### src/rtl/timestamp_latency_meas_if.sv
// ----------------------------------------------------------------------------
// timestamp_latency_meas_if
//   The AXI4-Stream beat signals observed by the latency monitor.
//   master : whoever drives the stream (the padding stage or a bench)
//   slave  : passive observer; every signal is an input, including tready
// Signals:
//   s_axis_tdata  [C_S_AXIS_TDATA_WIDTH] stream data, timestamp in [63:0]
//   s_axis_tvalid                        beat valid
//   s_axis_tready                        beat ready (observed only)
//   s_axis_tlast                         last beat of packet
// ----------------------------------------------------------------------------
interface timestamp_latency_meas_if #(
    parameter int C_S_AXIS_TDATA_WIDTH = 256
) ();
    logic [C_S_AXIS_TDATA_WIDTH-1:0] s_axis_tdata;
    logic                            s_axis_tvalid;
    logic                            s_axis_tready;
    logic                            s_axis_tlast;

    modport master (
        output s_axis_tdata,
        output s_axis_tvalid,
        output s_axis_tready,
        output s_axis_tlast
    );

    modport slave (
        input s_axis_tdata,
        input s_axis_tvalid,
        input s_axis_tready,
        input s_axis_tlast
    );
endinterface

### src/rtl/timestamp_latency_meas.sv
// ----------------------------------------------------------------------------
// timestamp_latency_meas
//   Passive RX monitor. Captures the 64-bit timestamp found at a programmed
//   word position of each packet, computes latency = ref_counter - timestamp
//   and keeps min/max/saturating-sum/count statistics. Never drives the bus.
// Ports:
//   axi_aclk, axi_resetn   clock, asynchronous active-low reset
//   ref_counter[63:0]      local time reference
//   ts_valid, ts_position  per-packet enable and word index (latched on beat 0)
//   clear_stats            one-cycle synchronous clear of statistics/counters
//   s_axis                 observed stream (interface, slave modport)
//   latency, latency_valid most recent accepted sample and its pulse
//   latency_min/max/sum    statistics over accepted samples
//   sample_cnt, short_pkt_cnt, neg_lat_cnt   saturating event counters
// ----------------------------------------------------------------------------
module timestamp_latency_meas #(
    parameter int C_S_AXIS_TDATA_WIDTH = 256,
    parameter int TS_POSITION_WIDTH    = 8
) (
    input  logic                         axi_aclk,
    input  logic                         axi_resetn,
    input  logic [63:0]                  ref_counter,
    input  logic                         ts_valid,
    input  logic [TS_POSITION_WIDTH-1:0] ts_position,
    input  logic                         clear_stats,
    timestamp_latency_meas_if.slave      s_axis,
    output logic [63:0]                  latency,
    output logic                         latency_valid,
    output logic [63:0]                  latency_min,
    output logic [63:0]                  latency_max,
    output logic [63:0]                  latency_sum,
    output logic [31:0]                  sample_cnt,
    output logic [31:0]                  short_pkt_cnt,
    output logic [31:0]                  neg_lat_cnt
);

    typedef enum logic [1:0] {ST_IDLE, ST_ARMED, ST_DONE, ST_SKIP} state_t;

    function automatic logic [63:0] sat_add64(input logic [63:0] a, input logic [63:0] b);
        logic [64:0] s;
        s = {1'b0, a} + {1'b0, b};
        return s[64] ? 64'hFFFF_FFFF_FFFF_FFFF : s[63:0];
    endfunction

    function automatic logic [31:0] sat_inc32(input logic [31:0] a);
        return (a == 32'hFFFF_FFFF) ? a : a + 32'd1;
    endfunction

    logic [C_S_AXIS_TDATA_WIDTH-1:0] tdata;
    logic                            unused_tdata;
    logic                            beat;
    logic signed [63:0]              diff_s;
    logic                            capture;
    logic                            short_hit;
    logic                            pos_match;

    state_t                       state_q, state_d;
    logic [7:0]                   wc_q, wc_d;
    logic [TS_POSITION_WIDTH-1:0] pos_q, pos_d;
    logic [63:0]                  latency_q, latency_d;
    logic                         latency_valid_q, latency_valid_d;
    logic [63:0]                  min_q, min_d;
    logic [63:0]                  max_q, max_d;
    logic [63:0]                  sum_q, sum_d;
    logic [31:0]                  sample_cnt_q, sample_cnt_d;
    logic [31:0]                  short_cnt_q, short_cnt_d;
    logic [31:0]                  neg_cnt_q, neg_cnt_d;

    assign tdata        = s_axis.s_axis_tdata;
    // Only the low 64 bits matter; the reduction keeps the full bus referenced.
    assign unused_tdata = ^tdata;
    assign beat         = s_axis.s_axis_tvalid & s_axis.s_axis_tready;
    // Modulo-2^64 difference; a set sign bit means the timestamp is in the future.
    assign diff_s       = signed'(ref_counter - tdata[63:0]);
    assign pos_match    = (32'(wc_q) == 32'(pos_q));

    // Packet FSM and word counter
    always_comb begin
        state_d   = state_q;
        wc_d      = wc_q;
        pos_d     = pos_q;
        capture   = 1'b0;
        short_hit = 1'b0;
        if (beat) begin
            wc_d = s_axis.s_axis_tlast ? 8'd0 : ((wc_q == 8'hFF) ? wc_q : wc_q + 8'd1);
            unique case (state_q)
                ST_IDLE: begin
                    pos_d = ts_position;
                    if (ts_valid && (ts_position == '0)) capture = 1'b1;
                    if (s_axis.s_axis_tlast)        state_d = ST_IDLE;
                    else if (!ts_valid)             state_d = ST_SKIP;
                    else if (ts_position == '0)     state_d = ST_DONE;
                    else                            state_d = ST_ARMED;
                end
                ST_ARMED: begin
                    if (pos_match) begin
                        capture = 1'b1;
                        state_d = s_axis.s_axis_tlast ? ST_IDLE : ST_DONE;
                    end else if (s_axis.s_axis_tlast) begin
                        short_hit = 1'b1;
                        state_d   = ST_IDLE;
                    end
                end
                default: begin
                    if (s_axis.s_axis_tlast) state_d = ST_IDLE;
                end
            endcase
        end
    end

    // Sample registration and statistics
    always_comb begin
        latency_d       = latency_q;
        latency_valid_d = 1'b0;
        min_d           = min_q;
        max_d           = max_q;
        sum_d           = sum_q;
        sample_cnt_d    = sample_cnt_q;
        short_cnt_d     = short_cnt_q;
        neg_cnt_d       = neg_cnt_q;
        if (capture) begin
            if (diff_s < 0) begin
                neg_cnt_d = sat_inc32(neg_cnt_q);
            end else begin
                latency_d       = diff_s;
                latency_valid_d = 1'b1;
            end
        end
        if (short_hit) short_cnt_d = sat_inc32(short_cnt_q);
        // Statistics trail the latency register by one cycle.
        if (latency_valid_q) begin
            if (latency_q < min_q) min_d = latency_q;
            if (latency_q > max_q) max_d = latency_q;
            sum_d        = sat_add64(sum_q, latency_q);
            sample_cnt_d = sat_inc32(sample_cnt_q);
        end
        // Clear has priority over any update landing in the same cycle.
        if (clear_stats) begin
            min_d        = 64'hFFFF_FFFF_FFFF_FFFF;
            max_d        = '0;
            sum_d        = '0;
            sample_cnt_d = '0;
            short_cnt_d  = '0;
            neg_cnt_d    = '0;
        end
    end

    always_ff @(posedge axi_aclk or negedge axi_resetn) begin
        if (!axi_resetn) begin
            state_q         <= ST_IDLE;
            wc_q            <= '0;
            pos_q           <= '0;
            latency_q       <= '0;
            latency_valid_q <= 1'b0;
            min_q           <= 64'hFFFF_FFFF_FFFF_FFFF;
            max_q           <= '0;
            sum_q           <= '0;
            sample_cnt_q    <= '0;
            short_cnt_q     <= '0;
            neg_cnt_q       <= '0;
        end else begin
            state_q         <= state_d;
            wc_q            <= wc_d;
            pos_q           <= pos_d;
            latency_q       <= latency_d;
            latency_valid_q <= latency_valid_d;
            min_q           <= min_d;
            max_q           <= max_d;
            sum_q           <= sum_d;
            sample_cnt_q    <= sample_cnt_d;
            short_cnt_q     <= short_cnt_d;
            neg_cnt_q       <= neg_cnt_d;
        end
    end

    assign latency       = latency_q;
    assign latency_valid = latency_valid_q;
    assign latency_min   = min_q;
    assign latency_max   = max_q;
    assign latency_sum   = sum_q;
    assign sample_cnt    = sample_cnt_q;
    assign short_pkt_cnt = short_cnt_q;
    assign neg_lat_cnt   = neg_cnt_q;

endmodule

### src/flat_wrapper.sv
// flat-port wrapper written by rule: the top's interface ports become plain ports
module timestamp_latency_meas_flat 
#(
    parameter int C_S_AXIS_TDATA_WIDTH = 256,
    parameter int TS_POSITION_WIDTH    = 8
)
  (axi_aclk, axi_resetn, ref_counter, ts_valid, ts_position, clear_stats, latency, latency_valid, latency_min, latency_max, latency_sum, sample_cnt, short_pkt_cnt, neg_lat_cnt, s_axis_s_axis_tdata, s_axis_s_axis_tvalid, s_axis_s_axis_tready, s_axis_s_axis_tlast);
  timestamp_latency_meas_if #(.C_S_AXIS_TDATA_WIDTH(C_S_AXIS_TDATA_WIDTH)) s_axis_i ();
  input  logic axi_aclk;
  input  logic axi_resetn;
  input  logic [63:0] ref_counter;
  input  logic ts_valid;
  input  logic [TS_POSITION_WIDTH-1:0] ts_position;
  input  logic clear_stats;
  output logic [63:0] latency;
  output logic latency_valid;
  output logic [63:0] latency_min;
  output logic [63:0] latency_max;
  output logic [63:0] latency_sum;
  output logic [31:0] sample_cnt;
  output logic [31:0] short_pkt_cnt;
  output logic [31:0] neg_lat_cnt;
  input wire logic [$bits(s_axis_i.s_axis_tdata)-1:0] s_axis_s_axis_tdata;
  input wire logic [$bits(s_axis_i.s_axis_tvalid)-1:0] s_axis_s_axis_tvalid;
  input wire logic [$bits(s_axis_i.s_axis_tready)-1:0] s_axis_s_axis_tready;
  input wire logic [$bits(s_axis_i.s_axis_tlast)-1:0] s_axis_s_axis_tlast;
  assign s_axis_i.s_axis_tdata = s_axis_s_axis_tdata;
  assign s_axis_i.s_axis_tvalid = s_axis_s_axis_tvalid;
  assign s_axis_i.s_axis_tready = s_axis_s_axis_tready;
  assign s_axis_i.s_axis_tlast = s_axis_s_axis_tlast;
  timestamp_latency_meas #(.C_S_AXIS_TDATA_WIDTH(C_S_AXIS_TDATA_WIDTH), .TS_POSITION_WIDTH(TS_POSITION_WIDTH)) u_core (.axi_aclk(axi_aclk), .axi_resetn(axi_resetn), .ref_counter(ref_counter), .ts_valid(ts_valid), .ts_position(ts_position), .clear_stats(clear_stats), .s_axis(s_axis_i), .latency(latency), .latency_valid(latency_valid), .latency_min(latency_min), .latency_max(latency_max), .latency_sum(latency_sum), .sample_cnt(sample_cnt), .short_pkt_cnt(short_pkt_cnt), .neg_lat_cnt(neg_lat_cnt));
endmodule
### config.mk
export PLATFORM = sky130hd
export DESIGN_NAME = timestamp_latency_meas_flat
export DESIGN_NICKNAME = d
export VERILOG_FILES = /design/src/rtl/timestamp_latency_meas_if.sv /design/src/rtl/timestamp_latency_meas.sv /design/src/flat_wrapper.sv
export SDC_FILE = /design/constraint.sdc
export NUM_CORES = 1
export LEC_CHECK = 0
export BUFFER_PORTS_ARGS = -buffer_cell sky130_fd_sc_hd__buf_2
export CAP_MARGIN = 40
export CORE_MARGIN = 2
export CORE_UTILIZATION = 25
export DETAILED_ROUTE_END_ITERATION = 16
export PLACE_DENSITY_LB_ADDON = 0.2
export SYNTH_ARGS = -nofsm -noshare
export SYNTH_HDL_FRONTEND = slang
export SYNTH_SLANG_ARGS = --single-unit
export TNS_END_PERCENT = 50
### constraint.sdc
create_clock -name axi_aclk -period 6.6 [get_ports axi_aclk]
set_input_delay 0.99 -clock axi_aclk [delete_from_list [all_inputs] [get_ports axi_aclk]]
set_output_delay 0.99 -clock axi_aclk [all_outputs]
set_load 0.05 [all_outputs]
== Yosys cells after proc, flatten, opt, wreduce, memory -nomap -nowiden ==
Index checks and enable logic that the tools add are counted.

* Flip-flop bits (word level): 371
* Input bits: 335

* Add/sub/neg operators: 6
* Magnitude comparators: 3
* Equal/unequal tests: 10
* Mux-type cells: 38
* Bitwise gates (word level): 2
* Reduce and logical (&&, ||, !) cells: 17

{| class="wikitable"
|+ Operators with widths
! kind !! number
|-
| 64-bit two-way mux || 9
|-
| 32-bit two-way mux || 10
|-
| 32-bit by 1-bit adder with 32-bit output (second input constant) || 3
|-
| 32-bit equality test (second input constant) || 3
|-
| 64-bit by 64-bit adder with 65-bit output || 1
|-
| 64-bit > comparator || 1
|-
| 64-bit by 1-bit less-than comparator with 1-bit output (second input constant) || 1
|-
| 64-bit less-than comparator || 1
|-
| 64-bit subtractor || 1
|-
| 8-bit two-way mux || 2
|-
| 2-bit AND reduction || 7
|-
| 2-bit two-way mux || 6
|-
| 2-bit nonzero test || 6
|-
| 1-bit two-way mux || 9
|-
| 8-bit by 1-bit adder with 8-bit output (second input constant) || 1
|-
| 8-bit equality test || 1
|-
| 8-bit equality test (second input constant) || 1
|-
| 8-bit zero test || 1
|-
| 2-bit inequality test (second input constant) || 4
|-
| 2-bit one-hot mux with 2 select lines || 1
|-
| 3-bit AND reduction || 1
|-
| 2-bit by 1-bit equality test with 1-bit output (second input constant) || 1
|-
| 2-bit zero test || 1
|-
| 1-bit one-hot mux with 2 select lines || 1
|-
| other kinds (3) || 3
|}

== Depth between registers and ports, before layout ==
* Word-level depth: 7
* Depth in mapped cells: 16
* Gate-level depth less buffers: 14

== Least setup slack after synthesis ==
Ideal clock, no wire load.

* Path kind: input-to-reg
* Start point: input port ref_counter[0]
* End point: register u_core.latency_q[56], in the netlist u_core.latency[56]
* Setup time: 127 ps
* Data arrival time: 3,879 ps
* Required time: 6,473 ps
* Slack: 2,594 ps
* Cell stages on the path: 14
* Buffers on the path: 0
* Path through: inv_1 ha_1 fa_1 nand2b_1 a21oi_1 o21ai_1 a211o_1 nand3_1 nand3_1 a31o_2 o41ai_1 a31oi_1 xnor2_1 mux2_1

* Cells in the longest elaborated chain, start to end: 4

{| class="wikitable"
|+ RTL lines
! item !! line !! RTL
|-
| start: declaration || flat_wrapper.sv:11 || <nowiki>input logic [63:0] ref_counter;</nowiki>
|-
| 64-bit subtractor * || timestamp_latency_meas.sv:74 || <nowiki>assign diff_s = signed'(ref_counter - tdata[63:0]);</nowiki>
|-
| 64-bit by 1-bit less-than comparator with 1-bit output || timestamp_latency_meas.sv:122 || <nowiki>if (diff_s < 0) begin</nowiki>
|-
| 1-bit NOT (no line) || n/a ||
|-
| 2-bit AND reduction (no line) || n/a ||
|-
| end signal: assignment || timestamp_latency_meas.sv:165 || <nowiki>latency_q <= latency_d;</nowiki>
|-
| end: declaration || timestamp_latency_meas.sv:60 || <nowiki>logic [63:0] latency_q, latency_d;</nowiki>
|}

Every way passes the cells marked *; elsewhere a longest branch is shown, timed or not.
A chain may end at the register's enable or synchronous reset.

== Worst setup path in the final report ==
* Start point: register u_core.min_q[27], in the netlist u_core.latency_min[27]
* End point: register u_core.min_q[29], in the netlist u_core.latency_min[29]

* Cells in the longest elaborated chain, start to end: 3

{| class="wikitable"
|+ RTL lines
! item !! line !! RTL
|-
| start: declaration || timestamp_latency_meas.sv:62 || <nowiki>logic [63:0] min_q, min_d;</nowiki>
|-
| start signal: assignment || timestamp_latency_meas.sv:167 || <nowiki>min_q <= min_d;</nowiki>
|-
| 64-bit less-than comparator || timestamp_latency_meas.sv:132 || <nowiki>if (latency_q < min_q) min_d = latency_q;</nowiki>
|-
| 2-bit nonzero test (no line) || n/a ||
|-
| 2-bit AND reduction (no line) || n/a ||
|}

Every way passes these cells.

==> results.cfg <==
[sta]
finClkSkew_ns = 0.01920
finalHoldWorstSlack_ns = 0.3396
grt_setup_unrepaired = no
final_hold_viol_count = 0
slew_headroom_pct = 39.40
fmax_ghz = 0.2148
setup_slack_ns = 1.944
final-setup-viol-count = 0
fin_crit_ns = 4.656
worstMarginPinSlew_ns = 0.8972
period_share_pct = 70.55
drv_slew = 0
tns_ns = 0

[cts]
cts-resized-gates = 0
cts-root-buf = clkbuf_16
path_clk_slew_ns = 0.06
cts.sinks = 371
cts_tree = built
cts_setup_buffers = 0
h-tree-depth = 2
cts_hold_buf = 0
numCtsBuffers = 50
cts_buffer_depth = 3
clock_latency_ns = 0.63

[synthesis]
syn_inst = 3001
async_flop_share_pct = 100.0
synth.avg_cell_area_um2 = 8.999
synth-edff-count = 0
synth-seq-cells = 371
ys_seq_area_share_pct = 34.68
syn-cell-area_um2 = 27000
ys.flop_type = dfrtp_1
ys_warn_count = 0
syn-num-nets = 3596
ys_types = 90

[detailed_routing]
dr.pass1.iters = 5
wl_per_cell_um = 21.48
vias_per_cell = 4.856
num_vias = 23920
drt-initial-drc-count = 1454
drc = 0
routed_wl_um = 105800
route.antenna.remaining_nets = 0

[power_and_ir_drop]
ir_drop_uv = 176.5
leakagePower_nw = 16.34
p_per_area_nw_per_um2 = 197.2
finalPower_mw = 6.493

[layout]
design_area_um2 = 32930
fillers = 11400
final_nets = 4071
final_layout_size_suffix_gt1_share_pct = 21.90
syn_to_final_growth_pct = 21.93

[place]
placed_cell_area_um2 = 31170
dp_worst_setup_slack_ns = 1.278
portBuffers = 495
dp_hpwl_um = 83050
gp_congestion = 0.8774

[worst_hold_path]
hold_class = in -> async

[critical_path]
critPathMaxFanout = 118
worstPathArrival_ns = 5.20
crit_required_ns = 7.14
start_kind = flop
reg2reg_from = u_core.latency_min[27]
worst_setup_path_end_kind = flop
critPathKind = reg -> reg
ff2ff_setup_slack_ns = 1.94
ff2ff_path_depth = 13
r2r_end = u_core.latency_min[29]

[global_routing]
grt_pass1_vias = 23520
grt.overflow.total = 0
grtUsageTotal_pct = 18.70
antenna_found_initial = 14
grt_max_degree = 136
grt_first_pass_wirelength_um = 156800

[floorplanning]
design.die.area_um2 = 110700
start_util_pct = 25.23
die_h_um = 332.7
rows = 120
die_w_um = 332.7
ios = 688
core_area_um2 = 107100

[run_status]
outcome = finished clean

[flow_run]
max-cap-violations = 0
==> metal layers <==
layer  up-vias  track usage, %  part of all wire [%]
met5         -               0                 0.035
met1     11590           27.10                    49
met3       105           3.335                   4.9
li1      11710               -                     -
met2       509           28.61                    44
met4         6           4.381                   2.2
==> cell usage after synthesis (all sizes together), types with 84 or more instances <==
cell	number	area (um2)
inv	239	899.6
nand2	166	623.1
clkbuf	85	319.1
a21o	120	900.9
a21oi	219	1100
a211oi	84	645.6
xnor2	107	937.2
ha	258	3228
xor2	84	735.7
nor2	365	1370
o21ai	124	624.3
dfrtp	307	7682
==> kinds of logic (layout without fill, tap and decap cells) <==
kind of cell	after synthesis	after routing	synth area share [%]
adder cells (fa/ha/maj)	260	260	12.10
XOR/XNOR	191	191	6.195
AND/OR/NAND/NOR	889	889	15.82
flip-flops	371	371	34.68
multiplexers	141	141	5.875
other	0	7	0
AO/OA/AOI/OAI	788	788	19.77
buffers and inverters	361	876	5.555
==> placed cells by master, fill, tap and decap left out, types with 34 or more instances in the layout <==
| cell | synthesis | routed |
|---|---|---|
| mux2_1 | 34 | 34 |
| dfrtp_1 | 307 | 306 |
| a211oi_1 | 81 | 81 |
| a211o_1 | 68 | 68 |
| mux2i_1 | 73 | 73 |
| nor2_1 | 365 | 365 |
| xor2_1 | 84 | 84 |
| nand4_1 | 71 | 71 |
| nand3_1 | 63 | 63 |
| buf_2 | 21 | 496 |
| nand2_1 | 166 | 166 |
| ha_1 | 258 | 258 |
| xnor2_1 | 107 | 107 |
| buf_4 | 1 | 37 |
| a21oi_1 | 218 | 217 |
| and3_1 | 37 | 37 |
| inv_1 | 238 | 238 |
| a21o_1 | 120 | 120 |
| dfstp_2 | 64 | 64 |
| o21ai_0 | 110 | 110 |
| clkbuf_16 | 0 | 51 |
==> power by group <==
part | switching [mW] | internal [mW]
logic | 0.713 | 0.412
registers | 0.101 | 2.33
clock network | 1.17 | 1.76
==> state kept, by name, summed over array words and instances, names as in the netlist <==
signal                cells
u_core.pos_q              8
u_core.state_q            2
u_core.neg_lat_cnt       32
u_core.latency_min       64
u_core.latency_sum       64
u_core.wc_q               8
u_core.short_pkt_cnt     32
u_core.sample_cnt        32
u_core.latency_valid      1
u_core.latency_max       64
u_core.latency           64
==> area by class of cell <==
class	instances	area (um2)	share of cell area, %
tap	1403	1755	5.331
inverter	239	899.6	2.732
antenna	7	17.52	0.05320
clock inverter	21	289.0	0.8778
clock buffer	71	1451	4.408
multi-input combinational	2269	16170	49.11
sequential	371	9365	28.44
timing repair buffer	545	2977	9.040
==> how the worst max path moves through the flow <==
| stage | startpoint | end | slack, ns | cells after the start |
|---|---|---|---|---|
| finish | u_core.latency_min[27] | u_core.latency_min[29] | 1.94 | 13 |
| global placement | s_axis_s_axis_tdata[18] | u_core.latency[3] | 1.31 | 16 |
| detailed placement | s_axis_s_axis_tdata[14] | u_core.latency[2] | 1.28 | 15 |
| global route | u_core.latency_min[27] | u_core.latency_min[31] | 1.58 | 13 |
| CTS | u_core.latency_min[25] | u_core.latency_min[14] | 1.82 | 13 |
| floorplan | ref_counter[0] | u_core.latency[56] | 2.59 | 14 |
==> worst max-delay path, cell delays in order (launching register included) <==
cell      delay, ns
dfstp_2        0.53
inv_1          0.05
ha_1           0.28
and3_4         0.18
a221o_1        0.35
a221oi_1       0.28
o21ai_1        0.10
a41oi_1        0.43
o221ai_1       0.34
or4b_1         0.69
a31oi_4        0.40
buf_12         0.44
nor2_1         0.09
a211o_1        0.28
==> per-stage QoR <==
stage / instances / util (%)
floorplan: 3001 / -
global placement: 4819 / 29.02
detailed placement: 4827 / 29.12
CTS: 4919 / 30.74
global route: 4923 / 30.75
finish: 4926 / 30.76
No activity file was read; power rests on OpenSTA's default activity.
